===== config.mk =====
export PLATFORM = sky130hd
export DESIGN_NAME = spi_tx_shift_register
export DESIGN_NICKNAME = d
export VERILOG_FILES = /design/src/rtl/spi_tx_shift_register.sv
export SDC_FILE = /design/constraint.sdc
export NUM_CORES = 1
export LEC_CHECK = 0
export ABC_AREA = 1
export CORE_UTILIZATION = 34
export DETAILED_ROUTE_END_ITERATION = 8
export PLACE_DENSITY = 0.55
export SLEW_MARGIN = 40
export SYNTH_ARGS = -nofsm -noshare
export SYNTH_HDL_FRONTEND = slang
export SYNTH_SLANG_ARGS = --single-unit

===== constraint.sdc =====
create_clock -name clk -period 14.1 [get_ports clk]
set_clock_uncertainty 0.05 [all_clocks]
set_input_delay 4.23 -clock clk [delete_from_list [all_inputs] [get_ports clk]]
set_output_delay 4.23 -clock clk [all_outputs]
set_load 0.01 [all_outputs]

===== src/rtl/spi_tx_shift_register.sv =====
// rtl/spi_tx_shift_register.sv - SPI master transmit shift register
//
// Purpose:
//   Captures a parallel word of up to 128 bits and serialises it onto mosi,
//   MSB-first or LSB-first, advancing one bit per shift_stb from the SCLK
//   generator. Signals completion to the master control FSM and mirrors the
//   receive shift register's char_len / lsb / go_busy handshake.
//
// Ports:
//   clk          system clock, rising edge
//   reset        asynchronous, active-high
//   char_len     transfer length in bits, 1..127 literal, 0 means 128
//   lsb          0 = MSB-first, 1 = LSB-first
//   txd          parallel transmit data, bits [N-1:0] used
//   load         capture txd into the data register (IDLE only)
//   go_busy      level-sensitive transfer request / enable
//   shift_stb    one-cycle strobe advancing mosi to the next bit
//   mosi         registered serial data out
//   tx_complete  high from end of last bit until go_busy drops
//   busy         high while a transfer is in progress
//   bits_left    bits not yet completed, 0..128
//
// Configuration:
//   SPI_TX_MOSI_IDLE_LOW_EN
//     defined   : mosi is 0 in IDLE and DONE, carries data only in ACTIVE
//     undefined : in IDLE mosi presents the would-be first bit of the data
//                 register (current lsb/char_len); in DONE it holds the last
//                 transmitted bit

module spi_tx_shift_register (
  input  logic         clk,
  input  logic         reset,
  input  logic [6:0]   char_len,
  input  logic         lsb,
  input  logic [127:0] txd,
  input  logic         load,
  input  logic         go_busy,
  input  logic         shift_stb,
  output logic         mosi,
  output logic         tx_complete,
  output logic         busy,
  output logic [7:0]   bits_left
);

  typedef enum logic [1:0] {
    IDLE   = 2'd0,
    ACTIVE = 2'd1,
    DONE   = 2'd2
  } state_t;

  state_t       state;
  state_t       state_next;
  logic [127:0] data;
  logic [127:0] data_next;
  logic [6:0]   idx;            // index of the bit currently on mosi
  logic [6:0]   idx_next;
  logic         lsb_lat;        // bit order frozen for the whole transfer
  logic         lsb_lat_next;
  logic [7:0]   bits_left_next;
  logic         mosi_next;
  logic         tx_complete_next;

  logic [6:0]   first_idx;
  logic [7:0]   len_dec;
  logic         idle_mosi;
  logic         done_mosi;

  // Length decode. For MSB-first the first index is N-1; the 7-bit
  // subtraction wraps 0 (meaning 128) to 127 naturally.
  assign len_dec   = (char_len == 7'd0) ? 8'd128 : {1'b0, char_len};
  assign first_idx = lsb ? 7'd0 : (char_len - 7'd1);

  // The data register only accepts new data while idle; when load and
  // go_busy coincide, the transfer must start from the freshly loaded txd.
  assign data_next = ((state == IDLE) && load) ? txd : data;

`ifdef SPI_TX_MOSI_IDLE_LOW_EN
  assign idle_mosi = 1'b0;
  assign done_mosi = 1'b0;
`else
  assign idle_mosi = data_next[first_idx];
  assign done_mosi = mosi;
`endif

  assign busy = (state == ACTIVE);

  always_ff @(posedge clk or posedge reset) begin
    if (reset) begin
      state       <= IDLE;
      data        <= '0;
      idx         <= '0;
      lsb_lat     <= 1'b0;
      bits_left   <= '0;
      mosi        <= 1'b0;
      tx_complete <= 1'b0;
    end else begin
      state       <= state_next;
      data        <= data_next;
      idx         <= idx_next;
      lsb_lat     <= lsb_lat_next;
      bits_left   <= bits_left_next;
      mosi        <= mosi_next;
      tx_complete <= tx_complete_next;
    end
  end

  always_comb begin
    state_next       = state;
    idx_next         = idx;
    lsb_lat_next     = lsb_lat;
    bits_left_next   = bits_left;
    mosi_next        = mosi;
    tx_complete_next = tx_complete;

    case (state)
      IDLE: begin
        mosi_next        = idle_mosi;
        bits_left_next   = 8'd0;
        tx_complete_next = 1'b0;
        if (go_busy) begin
          state_next     = ACTIVE;
          idx_next       = first_idx;
          lsb_lat_next   = lsb;
          bits_left_next = len_dec;
          mosi_next      = data_next[first_idx];
        end
      end

      ACTIVE: begin
        if (!go_busy) begin
          // Abort: no completion is reported.
          state_next     = IDLE;
          bits_left_next = 8'd0;
          mosi_next      = idle_mosi;
        end else if (shift_stb) begin
          if (bits_left > 8'd1) begin
            idx_next       = lsb_lat ? (idx + 7'd1) : (idx - 7'd1);
            bits_left_next = bits_left - 8'd1;
            mosi_next      = data[idx_next];
          end else begin
            // Strobe ending the last bit: mosi is not advanced past N-1/0.
            state_next       = DONE;
            bits_left_next   = 8'd0;
            tx_complete_next = 1'b1;
            mosi_next        = done_mosi;
          end
        end
      end

      DONE: begin
        mosi_next        = done_mosi;
        bits_left_next   = 8'd0;
        tx_complete_next = 1'b1;
        if (!go_busy) begin
          state_next       = IDLE;
          tx_complete_next = 1'b0;
          mosi_next        = idle_mosi;
        end
      end

      default: begin
        state_next       = IDLE;
        bits_left_next   = 8'd0;
        tx_complete_next = 1'b0;
        mosi_next        = 1'b0;
      end
    endcase
  end

endmodule


==> key figures <==
Layout
  – Design area: 11800 µm²
  – Antenna diodes: 0
  – Area grow syn2layout: 24.8%
  – Fin nets: 1672
  – Layout cell share with drive strength beyond 1: 0.0392

Critical path
  – CP Data Required Time: 14.41 ns
  – Critical Path Fanout Max: 96
  – Startpoint types: input port
  – Max stage delay on crit path: 0.71 ns
  – Critical setup path kind: input port to flip-flop
  – R2R Path Start: idx[0]
  – Critical path origin: load
  – Most frequent cell on the critical path: nand2_1
  – Crit end category: flip-flop
  – Crit-path cells: clkdlybuf4s50_1 > nand2_4 > clkinv_2 > buf_6 > nand2_1 > nand2_1 > nand2_1 > nand3_1 > nand3_1 > nand3_1 > nand3_1 > nand3_1 > nand2_1 > nand2_1 > nand3_1 > nand2_1 > nand2_1 > nand2_1
  – CP arrival: 7.71 ns
  – Critical path's slowest cell: clkdlybuf4s50_1

Yosys
  – Simple-Gate Fraction of Synth Area: 0.385
  – Syn_area_per_cell: 6.66 µm²
  – Largest family of logic cells by synthesized area: simple AND/OR/NAND/NOR gates
  – Ys async rst share: 1.00
  – Most common cell in the netlist: nand2_1
  – Synth Area in Adders: 0.0194
  – Mapped Cells: 1415
  – Yosys Warn Count: 0
  – XOR/XNOR share of the synthesized area: 0.00651
  – Compound-cell area share of the yosys netlist: 0.0997
  – Mapped Area: 9420 µm²
  – Synth cell types: 33
  – Syn_nets: 1570
  – Multiplexer area fraction after synthesis: 0
  – Number of flops mapped to enable cells by yosys: 0
  – Sequential fraction of the synthesis area: 0.393
  – Top area cells in the synthesized netlist: dfrtp_1, nand2_1, nand3_1
  – Top_reg_cell synth: dfrtp_1
  – Top cells by count, synth: nand2_1, nand3_1, dfrtp_1
  – Dominant cell type by area after synthesis: dfrtp_1
  – Synthesis-stage register bit count: 148
  – Yosys top cell area share: 0.393

CTS
  – Root buf cell: clkbuf_16
  – Post-CTS resize count: 0
  – Post-CTS Hold Buffers: 0
  – CTS buffer count: 17
  – Clock Path Buffers: 2
  – Clk Latency, worst-skew pair: 0.43 ns
  – Worst-path clk slew: 0.06 ns
  – Clock sinks: 148
  – H-tree depth: 4
  – CTS tree: yes
  – Setup bufs post-CTS: 0

Min path
  – Hold crit path type: flip-flop to flip-flop
  – Min-delay src: tx_complete

Timing
  – Slew Limit Headroom: 0.416
  – Final setup violation count: 0
  – Endpoints failing hold: 0
  – RSZ-0062 raised after global routing: no
  – Final Critical Period: 7.41 ns
  – Slew @ Worst Pin: 0.876 ns
  – Setup TNS Final: 0 ns
  – Tcrit/Tclk final: 0.525
  – Fin. max-slew vios: 0
  – Max frequency: 135 MHz

Floorplan
  – Die Area: 28400 µm²
  – Die Y: 168 µm
  – Initial core utilization: 0.348
  – I/O pin cnt: 152
  – Rows: 60
  – Die width: 168 µm
  – Core region area: 27100 µm²

GRT
  – Tot GR Track Use: 0.239
  – Vias in the first global route: 9102
  – Largest net degree at the start of global routing: 98
  – Wire length of the first global-routing pass: 52.3 mm
  – GR Overflow Total: 0
  – Initial antenna violation count: 0

Placed design
  – Port bufs: 151
  – GPL Wtd Cong: 0.853
  – HPWL after DPL: 22.2 mm
  – Placed Instance Area: 11100 µm²

Routing
  – Detailed Route Iter0 Violations: 808
  – WL/cell: 17.4 µm
  – WL final: 33.0 mm
  – Initial DRT Pass Iterations: 5
  – Residual DRC: 0
  – Vias: 9405
  – Vias per inst: 4.94
  – Final ANT Viol Nets: 0

Power and ir drop
  – Max VDD drop: 170 µV
  – Leak: 5.75 nW
  – Pwr Density: 243 nW/µm²

Job
  – Max cap viols: 0

Outcome
  – Status: complete, no violations
## critical path: cells and delay by family
kind                   cells  cell delay (ns)
buffers and inverters      3             1.76
and+or+nand+nor           15             1.56
## area by class of cell
class                   count  area [µm²]
repair buffers            163        1610
fillers                  2857       15300
inverters                 135         515
well taps                 372         465
clock buffers              19         433
clock inverters            13         208
multi-input cells        1052        4830
flip-flops and latches    148        3700
## sequential cells by signal, indices dropped and copies added (netlist names)
register,count
data,128
bits_left,8
idx,7
state,2
lsb_lat,1
mosi,1
tx_complete,1
## per-stage QoR
| step | total power, mW | util | cells | setup WS (ns) | hold slack, ns |
|---|---|---|---|---|---|
| 3_3_place_gp | 2.33 | 0.410 | 1870 | 6.00 | 0.431 |
| 5_1_grt | 3.11 | 0.434 | 1902 | 6.44 | 0.464 |
| 2_1_floorplan | 1.85 | - | 1415 | 5.84 | 0.418 |
| 6_report | 2.85 | 0.434 | 1902 | 6.69 | 0.450 |
| 4_1_cts | 2.85 | 0.434 | 1902 | 6.71 | 0.451 |
| 3_5_place_dp | 2.34 | 0.410 | 1870 | 6.29 | 0.434 |
## routing by layer
layer	vias up	share of wire	track usage
met5	-	0	0
li1	4715	-	-
met1	4350	0.48	0.343
met4	0	0.020	0.0727
met3	35	0.059	0.0372
met2	305	0.44	0.369
## cells by family after synthesis
logic type	Yosys count
AO/OA/AOI/OAI	158
XOR/XNOR	7
adder cells (fa/ha/maj)	14
buffers and inverters	215
flip-flops	148
AND/OR/NAND/NOR	873
## power breakdown
group / internal, mW / total, mW / leakage [nW] / switching, mW
registers: 0.624 / 0.721 / 1.77 / 0.0962
clock network: 0.314 / 0.509 / 0.311 / 0.194
logic: 0.540 / 1.62 / 3.67 / 1.08
## placed cells by master, fill, tap and decap left out, types with 9 or more instances in the layout
cell type	instances
nor2_1	100
a21oi_1	29
nand3_1	222
o21a_1	36
buf_4	11
clkbuf_16	17
o211ai_1	15
dfrtp_1	147
nand2_1	527
o21ai_0	59
and2_1	9
ha_1	13
clkdlybuf4s50_1	151
inv_1	128
## path summary, 6_finish.rpt
| path | to | slack (ns) | depth (start not counted) |
|---|---|---|---|
| max | mosi | 6.69 | 18 |
| min | tx_complete | 0.45 | 2 |
| max reg2reg | mosi | 10.04 | 16 |
| min reg2reg | tx_complete | 0.45 | 2 |
| max in group asynchronous | idx[0] | 8.43 | 3 |
| min in group asynchronous | data[11] | 4.23 | 2 |
Power figures use the tool's default switching activity.
